$ cat src/rtl/floo_rob_tagged.sv
// Tagged reorder buffer: slots are allocated in order, filled by tag in any order, drained in order.
// Latency: rsp write to out_valid_o is 1 cycle, or 0 cycles via head bypass; alloc_idx_o is combinational.
// Backpressure: alloc stalls when full, responses are never stalled, and the head holds until out_ready_i.
module floo_rob_tagged #(
    parameter int unsigned DataWidth = 64,
    parameter int unsigned Depth     = 64,
    parameter bit          BypassEn  = 1'b1,
    parameter int unsigned IdxWidth  = $clog2(Depth)
) (
    input  logic                 clk_i,
    input  logic                 rst_i,
    input  logic                 alloc_valid_i,
    output logic                 alloc_ready_o,
    output logic [IdxWidth-1:0]  alloc_idx_o,
    input  logic                 rsp_valid_i,
    output logic                 rsp_ready_o,
    input  logic [IdxWidth-1:0]  rsp_idx_i,
    input  logic [DataWidth-1:0] rsp_data_i,
    output logic                 out_valid_o,
    input  logic                 out_ready_i,
    output logic [DataWidth-1:0] out_data_o,
    output logic [IdxWidth:0]    count_o,
    output logic                 err_o
);

    localparam logic [IdxWidth:0] PtrOne = 1;

    logic [IdxWidth:0]    wr_ptr_q, wr_ptr_d;
    logic [IdxWidth:0]    rd_ptr_q, rd_ptr_d;
    logic [Depth-1:0]     alloc_q, alloc_d;
    logic [Depth-1:0]     filled_q, filled_d;
    logic [DataWidth-1:0] data_q [Depth];
    logic                 err_q, err_d;

    logic [IdxWidth-1:0]  head;
    logic [IdxWidth-1:0]  wr_idx;
    logic                 full;
    logic                 alloc_fire;
    logic                 rsp_legal;
    logic                 wr_fire;
    logic                 bypass;
    logic                 pop;

    assign head   = rd_ptr_q[IdxWidth-1:0];
    assign wr_idx = wr_ptr_q[IdxWidth-1:0];
    assign full   = (wr_ptr_q[IdxWidth] != rd_ptr_q[IdxWidth]) &&
                    (wr_idx == head);

    assign alloc_ready_o = !full;
    assign alloc_idx_o   = wr_idx;
    assign alloc_fire    = alloc_valid_i && !full;

    assign rsp_ready_o = 1'b1;
    assign rsp_legal   = alloc_q[rsp_idx_i] && !filled_q[rsp_idx_i];
    assign wr_fire     = rsp_valid_i && rsp_legal;

    // A response landing on the waiting head can be forwarded in the same cycle.
    assign bypass = BypassEn && rsp_valid_i && (rsp_idx_i == head) &&
                    alloc_q[head] && !filled_q[head];

    assign out_valid_o = filled_q[head] || bypass;
    assign out_data_o  = bypass ? rsp_data_i : data_q[head];
    assign pop         = out_valid_o && out_ready_i;

    assign count_o = wr_ptr_q - rd_ptr_q;
    assign err_o   = err_q;

    always_comb begin
        wr_ptr_d = wr_ptr_q;
        rd_ptr_d = rd_ptr_q;
        alloc_d  = alloc_q;
        filled_d = filled_q;
        err_d    = rsp_valid_i && !rsp_legal;

        // A bypassed response that is consumed immediately never occupies the slot.
        if (wr_fire && !(bypass && pop)) begin
            filled_d[rsp_idx_i] = 1'b1;
        end

        if (pop) begin
            alloc_d[head]  = 1'b0;
            filled_d[head] = 1'b0;
            rd_ptr_d       = rd_ptr_q + PtrOne;
        end

        if (alloc_fire) begin
            alloc_d[wr_idx]  = 1'b1;
            filled_d[wr_idx] = 1'b0;
            wr_ptr_d         = wr_ptr_q + PtrOne;
        end
    end

    always_ff @(posedge clk_i) begin
        if (rst_i) begin
            wr_ptr_q <= '0;
            rd_ptr_q <= '0;
            alloc_q  <= '0;
            filled_q <= '0;
            err_q    <= 1'b0;
        end else begin
            wr_ptr_q <= wr_ptr_d;
            rd_ptr_q <= rd_ptr_d;
            alloc_q  <= alloc_d;
            filled_q <= filled_d;
            err_q    <= err_d;
        end
    end

    always_ff @(posedge clk_i) begin
        if (wr_fire) begin
            data_q[rsp_idx_i] <= rsp_data_i;
        end
    end

endmodule

$ cat config.mk
export PLATFORM = sky130hd
export DESIGN_NAME = floo_rob_tagged
export DESIGN_NICKNAME = d
export VERILOG_FILES = /design/src/rtl/floo_rob_tagged.sv
export SDC_FILE = /design/constraint.sdc
export NUM_CORES = 2
export LEC_CHECK = 0
export BUFFER_PORTS_ARGS = -buffer_cell sky130_fd_sc_hd__buf_2
export CORE_AREA = 5 5 387 769
export DETAILED_ROUTE_END_ITERATION = 7
export DIE_AREA = 0 0 392 774
export PLACE_DENSITY_LB_ADDON = 0.2
export SYNTH_ARGS = -nofsm -noshare
export SYNTH_HDL_FRONTEND = slang
export SYNTH_SLANG_ARGS = --single-unit
export TNS_END_PERCENT = 100
$ cat constraint.sdc
create_clock -name clk_i -period 5.9 [get_ports clk_i]
set_input_delay 0.885 -clock clk_i [delete_from_list [all_inputs] [get_ports clk_i]]
set_output_delay 0.885 -clock clk_i [all_outputs]
set_load 0.005 [all_outputs]
==> impl_metrics.toml <==
[routing]
vias_per_cell = 6.857
antenna_left = 0
dr_total_vias = 81250
routed_wl_um = 479700
drtPass1Iterations = 5
drt_iter0_markers = 10030
wl_per_cell_um = 40.48
drc = 0

[sta]
setup_ws_ns = -0.001975
worstMarginPinSlew_ns = 1.401
finalCriticalPeriod_ns = 5.902
max_slew_margin_pct = 6.282
final.setup_skew_ns = 0.05527
hold_violations = 0
setup_viol = 4
max_freq_mhz = 169.4
slew_viol_final = 0
min_period_over_period_pct = 100.0
rsz0062_at_grt = "false"
holdWs_ns = 0.3575

[cells_and_area]
fin_area_um2 = 189800
drive_above_1_share_pct = 36.28
fillers = 18610
final_nets = 7821
final_core_util_pct = 65.29
seq_area_um2 = 126000
multi_input_area_um2 = 37550
area_delta_synth_final_pct = 15.11

[die]
io_pins = 156
die_h_um = 774
die_w_um = 392
dieArea_um2 = 303400
core_um2 = 290800
rows = 280
start_util_pct = 56.72

[critical_path]
worst_setup_path_start_kind = "flip-flop"
crit_top_cell = "mux2_2"
worstPathArrival_ns = 5.02
cp.buffers_inverters = 3
worst_ep_required_time_ns = 5.02
worstSetupPathType = "reg -> out"
cp-end-kind = "primary output"
slowest_stage = "dfxtp_2"
worstPathMaxFanout = 37
crit_chain = "buf_4 -> mux2_2 -> a221oi_1 -> o21ai_0 -> a22oi_1 -> a31oi_1 -> nor2b_4 -> buf_12 -> mux2_2 -> buf_2"
ff2ff_setup_slack_ns = 0.99
cp_top_family = "compound AO/OA/AOI/OAI gates"
critPathMaxStageDelay_ns = 0.94

[synth]
synth_xor_area_share_pct = 0.08497
synth.most_common_cell = "edfxtp_1"
synth_common_cells = "edfxtp_1 (4096), mux4_2 (1361), clkbuf_1 (231)"
synth_fa_ha_area_share_pct = 0.07283
ys_ff_latch = 4245
seq_area_frac_synth_pct = 76.39
synth_top_area_cell = "edfxtp_1"
synth_compound_area_share_pct = 1.533
synthMuxAreaShare_pct = 19.41
yosys.area_share.simple_pct = 1.333
synthTopCellsByArea = "edfxtp_1 (75%), mux4_2 (19%), dfxtp_1 (1.8%)"
synth_cell_types = 83
yosys_warnings = 0
synth_top_area_share_pct = 74.58
synth_top_family_by_area = "multiplexers"
synth_area_per_cell_um2 = 23.64
syn_nets = 7061
synth_area_um2 = 164900
synth_ff_type = "edfxtp_1"
synth_edf_count = 4096
syn-instance-count = 6977
ys_async_sr_fraction_pct = 0

[clock_network]
root_buffer = "clkbuf_16"
cts_num_sinks = 4245
cts_tree = "yes"
cts.clk_slew.worst_paths_ns = 0.07
cts.path.max_buffers = 4
cts_hold_buf = 0
cts_buffers = 360
h-tree-depth = 5
insertion_delay_ns = 0.93

[grt]
grt_pass1_vias = 84380
antenna_found_initial = 36
grt_max_degree = 110
grt_first_pass_wirelength_um = 669700
track_usage_pct = 32.01
grt_overflow = 0

[pwr]
ir_drop_mv = 0.2789
power_density_nw_per_um2 = 304.9
leakagePower_nw = 57.61

[place]
port-buffer-count = 154
dp_slack_ns = 0.8928
place_area_um2 = 178200
place.detailed.hpwl_um = 306300
gp_congestion = 0.9592

[run_status]
violations = "negative setup slack"
status = "complete, but fails checks"

[hold_path]
hold_class = "in -> reg"

[run]
cap_violations = 0
[worst paths after layout]
| path | to | startpoint | cells past startpoint |
|---|---|---|---|
| setup reg to reg | filled_q[50]$_SDFF_PP0_ | rd_ptr_q[1]$_SDFFE_PP0P_ | 11 |
| hold / removal | data_q[16][35]$_DFFE_PP_ | rsp_data_i[35] | 1 |
| hold reg to reg | alloc_q[42]$_SDFF_PP0_ | alloc_q[42]$_SDFF_PP0_ | 2 |
| setup / recovery | out_data_o[51] | rd_ptr_q[1]$_SDFFE_PP0P_ | 10 |
[through the flow]
step                power (mW)  setup TNS (ns)  std cells
detailed placement       34.61               0      11180
global route             59.46               0      11830
CTS                      58.20               0      11830
finish                   57.88       -0.004059      11850
global placement         34.57               0      11180
floorplan                33.88        -1163.23       6977
[logic make-up after synthesis]
family	count (synthesis)
adder cells (fa/ha/maj)	9
AND/OR/NAND/NOR	431
XOR/XNOR	16
other	1
AO/OA/AOI/OAI	340
flip-flops	4245
multiplexers	1484
buffers and inverters	451
[cell usage in the layout, fill, tap and decap left out, types with 34 or more instances in the layout]
cell type	netlist	routed
a21oi_1	40	40
clkinv_1	1	65
nor2_1	131	63
a31oi_1	50	50
buf_12	0	317
o21ai_0	36	35
nor2_4	0	61
mux4_2	1361	1361
nand2_1	113	113
buf_2	90	154
bufinv_16	0	34
clkinv_2	0	50
clkbuf_1	231	75
mux2_2	96	96
a41oi_1	41	41
buf_4	18	355
clkbuf_16	0	368
edfxtp_1	4096	4096
dfxtp_1	149	140
a22o_1	41	41
[registers in the layout, indices dropped and copies added (netlist names), named ones only]
signal and cells:
data_q 4096, alloc_q 64, filled_q 64, rd_ptr_q 7, wr_ptr_q 7, err_o 1
[report_power, final]
| group | total, mW | internal (mW) | switching, mW |
|---|---|---|---|
| clock network | 23.9 | 13.1 | 10.8 |
| registers | 33.0 | 33.0 | 0.0173 |
| logic | 0.916 | 0.149 | 0.767 |
[metal layers]
layer,up-vias,share of wire [%],global-route usage (%)
met5,-,0.0079,0
met4,6,6.6,16.76
met3,1050,8.2,4.830
met2,4742,53,55.49
met1,43720,32,39.23
li1,31730,-,-
[what timing repair did]
item                                   in CTS  in global routing
endpoints found under the hold margin       0                  0
cloned                                      0                  0
buffers inserted                            0                  0
gates resized for setup                     1                  1
setup endpoints to repair                  61                  9
[cell type report]
cell class              instances  area share [%]
flip-flops and latches       4245           66.37
multi-input cells            2281           19.78
repair buffers                826           5.152
clock buffers                 448           5.035
well taps                    3807           2.509
clock inverters               201           1.083
inverters                      23         0.04547
diodes                         18         0.02373
(Power assumes the default switching activity.)
